## config.mk

```make
export PLATFORM = sky130hd
export DESIGN_NAME = ysyx_23060203_mem_arb
export DESIGN_NICKNAME = d
export VERILOG_FILES = /design/src/rtl/ysyx_23060203_mem_arb.sv
export SDC_FILE = /design/constraint.sdc
export NUM_CORES = 1
export LEC_CHECK = 0
export BUFFER_PORTS_ARGS = -buffer_cell sky130_fd_sc_hd__buf_4
export CORE_AREA = 2 2 109 111
export DETAILED_ROUTE_END_ITERATION = 16
export DIE_AREA = 0 0 111 113
export GPL_TIMING_DRIVEN = 0
export PLACE_DENSITY_LB_ADDON = 0.08
export SETUP_SLACK_MARGIN = 0.4
export SLEW_MARGIN = 10
export SYNTH_ARGS = -nofsm -noshare
export SYNTH_HDL_FRONTEND = slang
export SYNTH_SLANG_ARGS = --single-unit
```

## constraint.sdc

```tcl
create_clock -name clk -period 2.3 [get_ports clk]
set_input_delay 0.575 -clock clk [delete_from_list [all_inputs] [get_ports clk]]
set_output_delay 0.575 -clock clk [all_outputs]
set_load 0.1 [all_outputs]
```

## src/rtl/ysyx_23060203_mem_arb.sv

```systemverilog
// ysyx_23060203_mem_arb
//
// Arbitrates the single memory port between the fetch unit (IFU) and the
// load/store unit (LSU). A request is granted only in IDLE. Its fields are
// latched and presented to memory until the memory accepts them. The block then
// waits for the memory response and routes the response valid back to the
// owner. Only one transaction is outstanding at a time.
//
// Ports:
//   clk, rst            clock; synchronous active-high reset
//   ifu_req_*           IFU request channel (valid/ready, addr)
//   ifu_resp_*          IFU response (valid pulse, data)
//   lsu_req_*           LSU request channel (valid/ready, addr, wen, wdata, wmask)
//   lsu_resp_*          LSU response (valid pulse, data)
//   mem_req_*           latched request towards memory (valid/ready)
//   mem_resp_*          memory response (valid, data)
//   busy                high whenever the FSM is not IDLE
//
// Optional build macro:
//   MEM_ARB_RR_EN       if defined, ties are broken round-robin using a
//                       last_owner register. If undefined, the LSU always
//                       wins a tie.
module ysyx_23060203_mem_arb #(
    parameter int unsigned ADDR_W = 32,
    parameter int unsigned DATA_W = 32
) (
    input  logic                clk,
    input  logic                rst,
    input  logic                ifu_req_valid,
    output logic                ifu_req_ready,
    input  logic [ADDR_W-1:0]   ifu_req_addr,
    output logic                ifu_resp_valid,
    output logic [DATA_W-1:0]   ifu_resp_data,
    input  logic                lsu_req_valid,
    output logic                lsu_req_ready,
    input  logic [ADDR_W-1:0]   lsu_req_addr,
    input  logic                lsu_req_wen,
    input  logic [DATA_W-1:0]   lsu_req_wdata,
    input  logic [DATA_W/8-1:0] lsu_req_wmask,
    output logic                lsu_resp_valid,
    output logic [DATA_W-1:0]   lsu_resp_data,
    output logic                mem_req_valid,
    input  logic                mem_req_ready,
    output logic [ADDR_W-1:0]   mem_req_addr,
    output logic                mem_req_wen,
    output logic [DATA_W-1:0]   mem_req_wdata,
    output logic [DATA_W/8-1:0] mem_req_wmask,
    input  logic                mem_resp_valid,
    input  logic [DATA_W-1:0]   mem_resp_data,
    output logic                busy
);

    typedef enum logic [1:0] {StIdle, StReq, StResp} state_e;

    state_e                state_q, state_d;
    logic                  owner_q, owner_d;   // 0 = IFU, 1 = LSU
    logic [ADDR_W-1:0]     addr_q, addr_d;
    logic                  wen_q, wen_d;
    logic [DATA_W-1:0]     wdata_q, wdata_d;
    logic [DATA_W/8-1:0]   wmask_q, wmask_d;
    logic                  grant_lsu;

`ifdef MEM_ARB_RR_EN
    logic                  last_owner_q, last_owner_d;

    // On a tie, grant the requester that did not win last time.
    assign grant_lsu = lsu_req_valid && (!ifu_req_valid || !last_owner_q);
`else
    assign grant_lsu = lsu_req_valid;
`endif

    always_comb begin
        state_d        = state_q;
        owner_d        = owner_q;
        addr_d         = addr_q;
        wen_d          = wen_q;
        wdata_d        = wdata_q;
        wmask_d        = wmask_q;
        ifu_req_ready  = 1'b0;
        lsu_req_ready  = 1'b0;
        ifu_resp_valid = 1'b0;
        lsu_resp_valid = 1'b0;
        mem_req_valid  = 1'b0;
`ifdef MEM_ARB_RR_EN
        last_owner_d   = last_owner_q;
`endif
        unique case (state_q)
            StIdle: begin
                if (grant_lsu) begin
                    lsu_req_ready = 1'b1;
                    owner_d       = 1'b1;
                    addr_d        = lsu_req_addr;
                    wen_d         = lsu_req_wen;
                    wdata_d       = lsu_req_wdata;
                    wmask_d       = lsu_req_wmask;
                    state_d       = StReq;
`ifdef MEM_ARB_RR_EN
                    last_owner_d  = 1'b1;
`endif
                end else if (ifu_req_valid) begin
                    ifu_req_ready = 1'b1;
                    owner_d       = 1'b0;
                    addr_d        = ifu_req_addr;
                    wen_d         = 1'b0;
                    wdata_d       = '0;
                    wmask_d       = '0;
                    state_d       = StReq;
`ifdef MEM_ARB_RR_EN
                    last_owner_d  = 1'b0;
`endif
                end
            end
            StReq: begin
                mem_req_valid = 1'b1;
                if (mem_req_ready) begin
                    state_d = StResp;
                end
            end
            StResp: begin
                // Stores complete on mem_resp_valid too; their data is ignored.
                if (mem_resp_valid) begin
                    ifu_resp_valid = !owner_q;
                    lsu_resp_valid = owner_q;
                    state_d        = StIdle;
                end
            end
            default: state_d = StIdle;
        endcase
    end

    always_ff @(posedge clk) begin
        if (rst) begin
            state_q      <= StIdle;
            owner_q      <= 1'b0;
            addr_q       <= '0;
            wen_q        <= 1'b0;
            wdata_q      <= '0;
            wmask_q      <= '0;
`ifdef MEM_ARB_RR_EN
            last_owner_q <= 1'b0;
`endif
        end else begin
            state_q      <= state_d;
            owner_q      <= owner_d;
            addr_q       <= addr_d;
            wen_q        <= wen_d;
            wdata_q      <= wdata_d;
            wmask_q      <= wmask_d;
`ifdef MEM_ARB_RR_EN
            last_owner_q <= last_owner_d;
`endif
        end
    end

    assign mem_req_addr  = addr_q;
    assign mem_req_wen   = wen_q;
    assign mem_req_wdata = wdata_q;
    assign mem_req_wmask = wmask_q;
    // Response data is shared; only the valids are steered to the owner.
    assign ifu_resp_data = mem_resp_data;
    assign lsu_resp_data = mem_resp_data;
    assign busy          = (state_q != StIdle);

endmodule

```

-- Word-level counts from Yosys, hierarchy flattened
Index checks and enable logic that the tools add are counted.
- output and inout bits: 139
- register bits after elaboration: 72
- mux-type cells: 24
- reduce and logical (&&, ||, !) cells: 6
- equal/unequal tests: 5
- operators by type and width (operator ; number):
    $mux W32 ; 4
    $mux W1 ; 13
    $mux W2 ; 4
    $mux W4 ; 2
    $pmux W2 S3 ; 1
    $ne A2 B2 Y1 const B ; 2
    $reduce_bool A2 Y1 ; 2
    $ne A3 B3 Y1 const B ; 1
    $reduce_and A3 Y1 ; 1
    $eq A2 B1 Y1 const B ; 1
    $eq A2 B2 Y1 const B ; 1
    $logic_not A2 Y1 ; 1
    $reduce_and A2 Y1 ; 1
    $logic_not A1 Y1 ; 1

-- Logic depth before layout (Yosys ltp)
- depth after elaboration: 3
- mapped depth: 6
- mapped depth without buffers: 4

-- Least setup slack after synthesis
No wires, ideal clock.
- kind: in2out
- start point: input port ifu_req_valid
- end point: output port ifu_req_ready
- required time: 1.725 ns
- arrival time: 2.282 ns
- cell stages on the path: 2
- path slack: -0.557 ns
- path through: or3b_2 > nor2_1
- cells in the longest elaborated chain, start to end: 3
- RTL lines (item ; line ; source):
    from (decl) ; 29 ; input logic ifu_req_valid,
    $mux W1 ; 100 ; end else if (ifu_req_valid) begin
    $mux W1 ; 89 ; if (grant_lsu) begin
    $mux W1 ; 87 ; unique case (state_q)
    to (decl) ; 30 ; output logic ifu_req_ready,
Every way passes these cells.

-- Worst setup path in the final report
- start point: register state_q[1]
- end point: output port ifu_req_ready
- cells in the longest elaborated chain, start to end: 2
- RTL lines (item ; line ; source):
    from (decl) ; 55 ; state_e state_q, state_d;
    from (signal assigned) ; 133 ; state_q <= StIdle;
    from (signal assigned) ; 143 ; state_q <= state_d;
    $logic_not A2 Y1 ; 87 ;
    $mux W1 ; 87 ;
Every way passes these cells.

==> impl_metrics.py <==
metrics = {
    "power": {
        "power.density_nw_per_um2": 888,
        "ir_worst_vdd_uv": 428,
        "p_leak_nw": 2.93,
    },
    "floorplanning": {
        "die_y_um": 113,
        "fp-row-count": 39,
        "core_area_um2": 11300,
        "num_io_pins": 278,
        "die_area_um2": 12500,
        "die_x_um": 111,
        "start_util": 0.314,
    },
    "critical_path": {
        "slowest_delay_ns": 0.42,
        "cp-start-kind": "flop",
        "worst-endpoint-required_ns": 1.73,
        "slowest_stage": "or3b_4",
        "critPathMaxFanout": 5,
        "critPathCaptureType": "primary output",
        "worst-path-buf-inv": 1,
        "crit_arrival_ns": 1.40,
        "critPathTopFamily": "simple AND/OR/NAND/NOR gates",
        "crit_type": "flop to primary output",
        "crit_chain": "or3b_4, nor2_4, buf_12",
    },
    "synthesis": {
        "synth_cells": 398,
        "synth_seq_area_share": 0.407,
        "syn_area_um2": 3540,
        "syn_area_per_cell_um2": 8.89,
        "syn_nets": 537,
        "ys_ff_latch": 72,
        "yosys_warnings": 0,
        "synth_cell_type_count": 25,
    },
    "detailed_routing": {
        "dr.first_iter.drc_count": 146,
        "route.detailed.drc": 0,
        "vias_per_cell": 4.54,
        "dr.pass1.iters": 4,
        "ant_nets": 0,
        "routed_wl_um": 11400,
        "wl_per_cell_um": 14.2,
        "vias": 3659,
    },
    "global_route": {
        "grt_pass1_wl_um": 17500,
        "gr-total-overflow": 0,
        "grt_usage": 0.173,
        "grt_max_degree": 13,
        "antenna_found_initial": 0,
        "first_global_vias": 3516,
    },
    "place": {
        "port-buffer-count": 243,
        "place_congestion": 0.758,
        "dpl.hpwl_um": 8970,
        "dp_cells": 784,
    },
    "final_layout": {
        "synthToLayoutAreaGrowth_pct": 71.9,
        "nNetsFinal": 798,
        "fillerInstances": 1042,
        "drive_above_1_share": 0.567,
        "antenna_cells": 0,
        "stdcell_count": 806,
    },
    "clock_tree": {
        "path_clk_slew_ns": 0.05,
        "htreeDepth": 3,
        "clock-sinks": 72,
        "cts_hold_buffers": 0,
        "clock_latency_ns": 0.33,
        "clockBufferDepth": 2,
        "cts_tree": "done",
        "clock_tree.root_cell": "clkbuf_16",
        "cts_buffers": 9,
    },
    "hold_path": {
        "hold_path.class": "flop to flop",
    },
    "outcome": {
        "status": "finished, final reports clean",
    },
    "timing": {
        "rsz0062_at_grt": "yes",
        "max_freq_mhz": 505,
        "hold_violations": 0,
        "fin_setup_tns_ns": 0,
        "skew_ns": 0.00517,
        "slew_viol_final": 0,
        "worst_slew_pin_slew_ns": 0.711,
        "relSlewSlack": 0.526,
        "fin_crit_sh": 0.861,
        "setup_viol": 0,
        "period_minus_slack_ns": 1.98,
    },
    "run": {
        "maxCapViolCount": 0,
    },
}
[worst paths after layout]
path	start	to	slack, ns	cells after the start
max reg2reg	state_q[1]	mem_req_addr[6]	0.82	7
max	state_q[1]	ifu_req_ready	0.32	3
min reg2reg	mem_req_wen	mem_req_wen	0.47	2
min	mem_req_wen	mem_req_wen	0.47	2
[cell families after synthesis]
family | synth area share
simple gates | 0.0700
mux | 0.0906
compound gates | 0.238
buf+inv | 0.193
flops | 0.407
[tightest hold or removal path, delay by kind of cell (launching register included)]
kind	cells	cell delay, ns
AOI/OAI and AO/OA	2	0.12
DFF	1	0.30
[placed cells by master, fill, tap and decap left out, types with 8 or more instances in the layout]
cell	netlist	routed
buf_4	70	315
nand2_1	39	39
mux2i_1	32	32
clkbuf_1	10	10
o21ai_0	29	29
o21ai_1	8	8
buf_2	11	9
clkbuf_16	0	9
dfxtp_1	72	70
a211oi_2	11	11
a21oi_1	71	71
a211oi_1	21	21
[metrics by stage]
step / utilization / hold WS (ns) / cell area, um2 / setup WS (ns) / power [mW]
6_report: 0.539 / 0.474 / 6080 / 0.321 / 5.40
5_1_grt: 0.539 / 0.485 / 6080 / 0.277 / 5.60
4_1_cts: 0.535 / 0.477 / 6030 / 0.298 / 5.44
3_5_place_dp: 0.493 / 0.470 / 5560 / 0.169 / 3.67
3_3_place_gp: 0.493 / 0.462 / 5560 / 0.166 / 3.66
2_1_floorplan: - / 0.527 / 3550 / -0.0994 / 3.15
[registers in the layout (all words and copies together) (netlist names)]
name,flops
mem_req_addr,32
mem_req_wdata,32
mem_req_wmask,4
state_q,2
mem_req_wen,1
owner_q,1
[synth_stat cells, drive strengths merged]
cell type | count | area [um2]
a211oi | 32 | 295
a21oi | 71 | 355
a22oi | 1 | 7.51
and3 | 1 | 6.26
buf | 86 | 629
clkbuf | 12 | 47.6
dfxtp | 72 | 1440
inv | 2 | 7.50
mux2i | 32 | 320
nand2 | 39 | 146
nand2b | 1 | 6.26
nor2 | 7 | 48.8
nor2b | 2 | 12.5
nor3b | 1 | 12.5
o21ai | 37 | 185
or2 | 1 | 6.26
or3b | 1 | 8.76
[report_power, final]
part           internal (mW)  leakage (nW)  switching (mW)  total (mW)
clock                   1.19         0.179           0.518        1.71
combinational          0.604          2.16            1.66        2.27
sequential              1.36         0.595          0.0625        1.42
[layout make-up]
type,instances,area (um2),share of cell area
plain buffers,98,697,0.115
clock buffers,10,239,0.0393
clock inverters,5,129,0.0212
inverters,2,7.51,0.00123
multi-input cells,226,1440,0.237
flip-flops and latches,72,1450,0.238
well taps,143,179,0.0294
repair buffers,250,1940,0.319
[metal layers]
metal  global-route usage  share of wire
met5                    0              0
met4               0.0425         0.0092
met3               0.0589          0.081
met2                0.311           0.51
met1                0.198           0.40
[what timing repair did]
action / CTS / global route
pin swaps: 1 / 2
resized for setup: 23 / 5
setup endpoints to repair: 5 / 5
buffers inserted: 3 / 4
(Power assumes the default switching activity.)
